--- config.mk ---
export PLATFORM = sky130hd
export DESIGN_NAME = muldiv_iter
export DESIGN_NICKNAME = d
export VERILOG_FILES = /design/src/rtl/muldiv_iter.sv
export SDC_FILE = /design/constraint.sdc
export NUM_CORES = 1
export LEC_CHECK = 0
export BUFFER_PORTS_ARGS = -buffer_cell sky130_fd_sc_hd__buf_4
export CAP_MARGIN = 20
export CORE_MARGIN = 1
export CORE_UTILIZATION = 53
export DETAILED_ROUTE_END_ITERATION = 10
export GPL_TIMING_DRIVEN = 1
export PLACE_DENSITY = 0.81
export SYNTH_ARGS = -nofsm -noshare
export SYNTH_HDL_FRONTEND = slang
export SYNTH_SLANG_ARGS = --single-unit
--- constraint.sdc ---
create_clock -name clk -period 9.4 [get_ports clk]
set_clock_uncertainty 0.1 [all_clocks]
set_input_delay 0 -clock clk [delete_from_list [all_inputs] [get_ports clk]]
set_output_delay 0 -clock clk [all_outputs]
set_load 0.01 [all_outputs]
--- src/rtl/muldiv_iter.sv ---
// Iterative shift-add multiplier / restoring divider, one bit per cycle, start/busy/done handshake.
// Optional two's-complement mode is enabled by defining MULDIV_SIGNED_EN.
module muldiv_iter #(
  parameter int W = 32
) (
  input  logic         clk,
  input  logic         rst_n,
  input  logic         start,
  input  logic [1:0]   op,
  input  logic         sgn,
  input  logic [W-1:0] a,
  input  logic [W-1:0] b,
  output logic         busy,
  output logic         done,
  output logic [W-1:0] hi,
  output logic [W-1:0] lo,
  output logic         zero,
  output logic         dz
);

  // state    | meaning
  // S_IDLE   | waiting for an accepted start
  // S_RUN    | W single-bit iterations, counted down by cnt
  // S_FINISH | one cycle before results are registered and done pulses
  localparam logic [1:0] S_IDLE   = 2'd0;
  localparam logic [1:0] S_RUN    = 2'd1;
  localparam logic [1:0] S_FINISH = 2'd2;
  localparam int CW = $clog2(W + 1);

  logic [1:0]    state;
  logic [CW-1:0] cnt;
  logic          is_div;
  logic          bz;
  logic [W-1:0]  opnd;
  logic [W-1:0]  acc;
  logic [W-1:0]  sh;
  logic [W-1:0]  a_mag;
  logic [W-1:0]  b_mag;

  logic [W:0]    sum;
  logic [W:0]    rs;
  logic          ge;
  logic [W-1:0]  diff;
  logic [W-1:0]  acc_n;
  logic [W-1:0]  sh_n;
  logic [W-1:0]  fin_hi;
  logic [W-1:0]  fin_lo;

`ifdef MULDIV_SIGNED_EN
  logic           sa;
  logic           sb;
  logic           neg_q;
  logic           neg_r;
  logic [2*W-1:0] prod_neg;

  assign sa    = sgn & a[W-1];
  assign sb    = sgn & b[W-1];
  assign a_mag = sa ? -a : a;
  assign b_mag = sb ? -b : b;
`else
  logic unused_sgn;

  assign unused_sgn = sgn;
  assign a_mag      = a;
  assign b_mag      = b;
`endif

  // acc/sh hold {product hi, multiplier/product lo} or {remainder, dividend/quotient}
  always_comb begin
    sum  = {1'b0, acc} + (sh[0] ? {1'b0, opnd} : {(W+1){1'b0}});
    rs   = {acc, sh[W-1]};
    ge   = (rs >= {1'b0, opnd});
    diff = rs[W-1:0] - opnd;
    if (is_div) begin
      acc_n = ge ? diff : rs[W-1:0];
      sh_n  = {sh[W-2:0], ge};
    end else begin
      acc_n = sum[W:1];
      sh_n  = {sum[0], sh[W-1:1]};
    end
  end

  always_comb begin
    fin_hi = acc;
    fin_lo = sh;
`ifdef MULDIV_SIGNED_EN
    prod_neg = -{acc, sh};
    if (!is_div) begin
      if (neg_q) begin
        fin_hi = prod_neg[2*W-1:W];
        fin_lo = prod_neg[W-1:0];
      end
    end else begin
      // b==0 keeps the all-ones quotient; remainder negation restores the original dividend
      if (neg_q && !bz) fin_lo = -sh;
      if (neg_r)        fin_hi = -acc;
    end
`endif
  end

  always_ff @(posedge clk) begin
    if (!rst_n) begin
      state  <= S_IDLE;
      cnt    <= '0;
      is_div <= 1'b0;
      bz     <= 1'b0;
      opnd   <= '0;
      acc    <= '0;
      sh     <= '0;
      busy   <= 1'b0;
      done   <= 1'b0;
      hi     <= '0;
      lo     <= '0;
      zero   <= 1'b1;
      dz     <= 1'b0;
`ifdef MULDIV_SIGNED_EN
      neg_q  <= 1'b0;
      neg_r  <= 1'b0;
`endif
    end else begin
      done <= 1'b0;
      case (state)
        S_IDLE: begin
          if (start && op[1]) begin
            state  <= S_RUN;
            busy   <= 1'b1;
            cnt    <= CW'(W);
            is_div <= op[0];
            bz     <= (b == '0);
            opnd   <= op[0] ? b_mag : a_mag;
            sh     <= op[0] ? a_mag : b_mag;
            acc    <= '0;
`ifdef MULDIV_SIGNED_EN
            neg_q  <= sa ^ sb;
            neg_r  <= sa;
`endif
          end
        end
        S_RUN: begin
          acc <= acc_n;
          sh  <= sh_n;
          cnt <= cnt - 1'b1;
          if (cnt == CW'(1)) state <= S_FINISH;
        end
        S_FINISH: begin
          hi    <= fin_hi;
          lo    <= fin_lo;
          zero  <= (fin_hi == '0) && (fin_lo == '0);
          dz    <= is_div && bz;
          done  <= 1'b1;
          busy  <= 1'b0;
          state <= S_IDLE;
        end
        default: begin
          state <= S_IDLE;
          busy  <= 1'b0;
        end
      endcase
    end
  end

endmodule

==> impl_metrics.py, run 1 <==
metrics = {
    "detailed_routing": {
        "detail-route-antenna-nets": 0,
        "drc": 0,
        "routed_wl_microns": 39350,
        "drt-pass1-iter-count": 6,
        "vias_per_cell": 6.299,
        "via_count": 12239,
        "first_iter_violations": 1104,
        "wl_per_cell_microns": 20.25,
    },
    "critical_path": {
        "endpoint_kind": "register",
        "cp.arrival_ns": 4.03,
        "worstPathCellList": "buf_4 -> and2_1 -> ha_1 -> o31ai_1 -> a2111oi_2 -> nor3_1 -> o21ai_2 -> a221oi_2 -> o21ai_0 -> mux2i_1 -> nand3_1",
        "cp_max_fo": 26,
        "crit_slowest_cell": "nor3_1",
        "worstPathRequired_ns": 9.62,
        "path_class": "register to register",
        "critical_path.max_stage_delay_ns": 0.56,
        "startpoint_type": "register",
    },
    "status": {
        "outcome": "finished, final reports clean",
    },
    "cts": {
        "htree_levels": 4,
        "cts_hold_buf": 87,
        "cts.clk_slew.worst_paths_ns": 0.08,
        "cts_setup_buffers": 0,
        "tritoncts": "yes",
        "postCtsResizedCells": 0,
        "cts_buffers": 17,
        "worstSkewPairLatency_ns": 0.45,
        "cts.sinks": 174,
        "cts_root_buf": "clkbuf_16",
        "clock_path_buffers": 2,
    },
    "floorplanning": {
        "start_util_pct": 53.92,
        "die_w_microns": 151.0,
        "die_y_microns": 151.0,
        "coreArea_sq_um": 21820,
        "rows": 54,
        "dieArea_sq_um": 22800,
        "design.portCount": 138,
    },
    "logic_synthesis": {
        "synth_common_cells": "nand2_1, dfxtp_1, a21oi_1",
        "synth_area_leaders": "dfxtp_1, mux2i_1, ha_1, a211oi_1, nand2_1",
        "synthArstFlopShare_pct": 0,
        "ys_ff_latch": 174,
        "syn_inst": 1502,
        "yosysTopAreaCell": "dfxtp_1",
        "ys_warn_count": 0,
        "yosys.area.top_type_share_pct": 29.60,
        "yosysMostFrequentCell": "nand2_1",
        "syn_avg_cell_area_sq_um": 7.835,
        "synth_area_sq_um": 11770,
        "synth_edf_count": 0,
        "synth_ff_type": "dfxtp_1",
        "synth_fp_nets": 1640,
        "seq_area_frac_synth_pct": 29.60,
        "synth_cell_types": 76,
    },
    "pwr": {
        "p_per_area_nw_per_um2": 140.6,
        "ir_worst_vdd_uv": 108.8,
        "power_leakage_uw": 0.005877,
    },
    "timing": {
        "finalCritPeriodShare_pct": 40.52,
        "max_slew.worst_pin.slew_ns": 1.093,
        "max_freq_ghz": 0.2626,
        "rsz0062_at_grt": "no",
        "final-hold-violation-count": 0,
        "slew_headroom_pct": 27.11,
        "final-setup-viol-count": 0,
        "hold_ws_ns": 0.01251,
        "report.final.slew_viol_count": 0,
        "final.setup.tns_ns": 0,
        "layout_min_cycle_time_ns": 3.809,
    },
    "cells_and_area": {
        "area_delta_synth_final_pct": 21.82,
        "final_core_util_pct": 65.69,
        "drive_above_1_share_pct": 12.63,
        "antenna_cells": 0,
        "num-nets-final": 1788,
    },
    "grt": {
        "grt_pass1_wl_microns": 61810,
        "overflow": 0,
        "track_usage_pct": 35.01,
        "antenna_found_initial": 0,
        "grt_max_degree": 77,
        "grt_pass1_vias": 11685,
    },
    "placement": {
        "place.gp.congestion": 0.9634,
        "dpl.hpwl_microns": 26540,
        "io_buffers": 136,
    },
    "hold_path": {
        "hold_class": "input pin to register",
    },
    "job": {
        "drv_cap": 0,
    },
}
[per-stage QoR]
stage                     std cells  total power, uW  setup WS (ns)  instance area [sq um]
after floorplan                1502             1117          6.095                  11770
after global placement         1823             1233          5.698                  12840
after detailed placement       1824             1241          5.660                  12850
after CTS                      1943             1996          5.648                  14340
after global routing           1943             2086          5.348                  14340
final                          1943             2016          5.591                  14340
[final timing paths]
path	startpoint	slack, ns	cells after the start	to
worst max-delay path	fin_lo[0]	5.59	11	acc[28]
worst min-delay path	b[29]	0.01	5	fin_lo[29]
worst max register to register	fin_lo[0]	5.59	11	acc[28]
worst min register to register	hi[15]	0.36	2	hi[15]
[where the power goes]
group	internal, uW	switching (uW)	leakage [uW]
registers	767	48.6	0.00142
clock network	364	372	0.000298
logic	197	267	0.00416
[layer usage]
layer  track usage (%)  vias to the layer above  routed length (microns)
met5                 0                        -                        0
met4             19.60                        0                     2048
met3             5.663                      115                     3263
met2             57.22                      614                    18190
met1             43.73                     5768                    15840
li1                  -                     5742                        -
[worst max-delay path, delay by kind of cell (launching register included)]
kind | cells | cell delay [ns]
and+or+nand+nor | 3 | 0.82
buffers and inverters | 1 | 0.37
DFF | 1 | 0.53
adders and majority gates | 1 | 0.29
AOI/OAI and AO/OA | 5 | 1.35
muxes | 1 | 0.22
[placed cells by master, fill, tap and decap left out, types with 48 or more instances in the layout]
master,Yosys,routed
ha_1,66,66
a211oi_1,106,106
a21oi_1,143,143
buf_4,2,146
inv_1,58,58
dlygate4sd3_1,0,87
nand2_1,208,208
mux2i_1,115,115
o21ai_0,48,48
nor2_1,114,114
dfxtp_1,174,173
[flip-flops by register name, indices dropped and copies added, names as in the netlist]
name    count
acc        32
lo         32
bz          1
state       2
fin_lo     32
busy        1
cnt         6
dz          1
is_div      1
opnd       32
hi         32
zero        1
done        1
[layout make-up]
type,instances,area (sq um)
Clock buffer,17,425.4
Clock inverter,15,191.4
Fill cell,1688,7488
Inverter,59,224.0
Multi-Input combinational cell,1164,7681
Sequential cell,174,3485
Tap cell,280,350.3
Timing Repair Buffer,234,1978
[cell families after synthesis]
kind of cell               Yosys count  synth area share [%]
buffers and inverters              164                 5.369
adders and majority gates           68                 7.358
DFF                                174                 29.60
and+or+nand+nor                    486                 18.78
xor gates and xnor gates            51                 3.796
muxes                              117                 9.973
AOI/OAI and AO/OA                  442                 25.12
Power figures use the tool's default switching activity.
==> run 2: changes to the inputs <==
==> constraint.sdc (replaced) <==
create_clock -name clk -period 3.8 [get_ports clk]
set_clock_uncertainty 0.1 [all_clocks]
set_input_delay 0 -clock clk [delete_from_list [all_inputs] [get_ports clk]]
set_output_delay 0 -clock clk [all_outputs]
set_load 0.01 [all_outputs]
==> impl_metrics.py, run 2 (synthesis results as in run 1) <==
metrics = {
    "grt": {
        "grt_pass1_wl_microns": 62870,
        "grt_pass1_vias": 11802,
        "antenna_found_initial": 0,
        "overflow": 0,
        "track_usage_pct": 35.73,
        "grt_max_degree": 109,
    },
    "status": {
        "outcome": "finished, final reports clean",
    },
    "cells_and_area": {
        "num-nets-final": 1818,
        "fill_cells": 1727,
        "final_common_cell": "nand2_1",
        "antenna_cells": 0,
        "layout_common_cells": "nand2_1, dfxtp_1, buf_4, a21oi_1, mux2i_1",
        "final_core_util_pct": 66.95,
        "drive_above_1_share_pct": 14.06,
        "postLayoutCellArea_sq_um": 14610,
        "area_delta_synth_final_pct": 24.17,
        "fin_cells": 1973,
    },
    "cts": {
        "tritoncts": "yes",
        "clock_path_buffers": 2,
        "worstSkewPairLatency_ns": 0.45,
        "htree_levels": 4,
        "cts_root_buf": "clkbuf_16",
        "cts_buffers": 17,
        "postCtsResizedCells": 0,
        "cts.clk_slew.worst_paths_ns": 0.09,
        "cts.sinks": 174,
    },
    "timing": {
        "final-hold-violation-count": 0,
        "max_freq_ghz": 0.2893,
        "hold_ws_ns": 0.03154,
        "slew_headroom_pct": 28.14,
        "finalCritPeriodShare_pct": 90.95,
        "final.setup.tns_ns": 0,
        "rsz0062_at_grt": "no",
        "layout_min_cycle_time_ns": 3.456,
        "max_slew.worst_pin.slew_ns": 1.078,
        "final-setup-viol-count": 0,
        "report.final.slew_viol_count": 0,
    },
    "job": {
        "drv_cap": 0,
    },
    "floorplanning": {
        "design.portCount": 138,
        "die_w_microns": 151.0,
        "coreArea_sq_um": 21820,
        "rows": 54,
        "die_y_microns": 151.0,
        "start_util_pct": 53.92,
        "dieArea_sq_um": 22800,
    },
    "pwr": {
        "p_seq_share_pct": 39.6,
        "switching_power_uw": 1756,
        "p_comb_share_pct": 23.6,
        "power.share.switching_pct": 34.59,
        "p_per_area_nw_per_um2": 347.4,
        "pwr-share-clk_pct": 36.8,
        "ir_worst_vdd_uv": 282.0,
        "internal_power_uw": 3320,
        "power_leakage_uw": 0.006047,
    },
    "detailed_routing": {
        "drt-pass1-iter-count": 5,
        "routed_wl_microns": 40720,
        "detail-route-antenna-nets": 0,
        "wl_per_cell_microns": 20.64,
        "vias_per_cell": 6.348,
        "drc": 0,
        "via_count": 12524,
        "first_iter_violations": 1138,
    },
    "critical_path": {
        "rr_worst_depth": 13,
        "worstPathRequired_ns": 4.07,
        "cp.arrival_ns": 3.72,
        "path_class": "register to register",
        "endpoint_kind": "register",
        "cp_max_fo": 18,
        "startpoint_type": "register",
    },
    "placement": {
        "placedCellCount": 1851,
        "dpl_cell_area_sq_um": 13060,
        "place.gp.congestion": 0.9769,
        "io_buffers": 136,
        "dpl.hpwl_microns": 27920,
    },
    "hold_path": {
        "worstHoldPathCells": 5,
        "hold_class": "input pin to register",
    },
}
[run 2: path summary, 6_finish.rpt]
| kind | start | endpoint | slack [ns] |
|---|---|---|---|
| setup reg to reg | fin_lo[0] | acc[30] | 0.34 |
| hold / removal | b[7] | fin_lo[7] | 0.03 |
| hold reg to reg | hi[1] | hi[1] | 0.36 |
| setup / recovery | fin_lo[0] | acc[30] | 0.34 |
[run 2: power by group through the flow]
stage / registers [uW] / clock network (uW) / logic [uW]
floorplan: 2000 / 0 / 763
CTS: 2000 / 1870 / 1150
finish: 2010 / 1870 / 1200
global placement: 2040 / 0 / 1050
global route: 2020 / 1950 / 1280
detailed placement: 2040 / 0 / 1060
[run 2: what timing repair did]
action	4_1_cts	5_1_grt
buffers inserted	0	0
hold buffers	89	0
endpoints found under the hold margin	92	0
setup endpoints to repair	0	0
[run 2: worst max-delay path, stage by stage, from the launching register on]
cell,delay (ns)
dfxtp_1,0.32
buf_4,0.20
and2_1,0.19
ha_1,0.37
o211ai_1,0.13
o21a_1,0.26
a2111oi_2,0.46
nor3_1,0.11
buf_4,0.17
a21bo_2,0.24
o21ai_2,0.24
a31oi_1,0.18
xor2_1,0.17
a211oi_1,0.23
[run 2: per-stage QoR]
step | setup slack [ns] | total power [uW]
2_1_floorplan | 0.4949 | 2762
3_3_place_gp | 0.5403 | 3090
3_5_place_dp | 0.4554 | 3107
4_1_cts | 0.4208 | 5022
5_1_grt | 0.1868 | 5249
6_report | 0.3437 | 5076
[run 2: final cells by class]
cell class | count | area, sq um | share of cell area [%]
inverters | 59 | 224.0 | 1.533
well taps | 280 | 350.3 | 2.398
clock buffers | 17 | 425.4 | 2.911
flip-flops and latches | 174 | 3485 | 23.85
multi-input cells | 1164 | 7681 | 52.57
clock inverters | 15 | 209.0 | 1.430
repair buffers | 264 | 2237 | 15.31
[run 2: routing by layer]
metal	GRT usage (%)	share of wire, %
met4	18.00	5.1
met2	59.56	47
met1	44.27	39
met3	6.024	8.7
met5	0	0
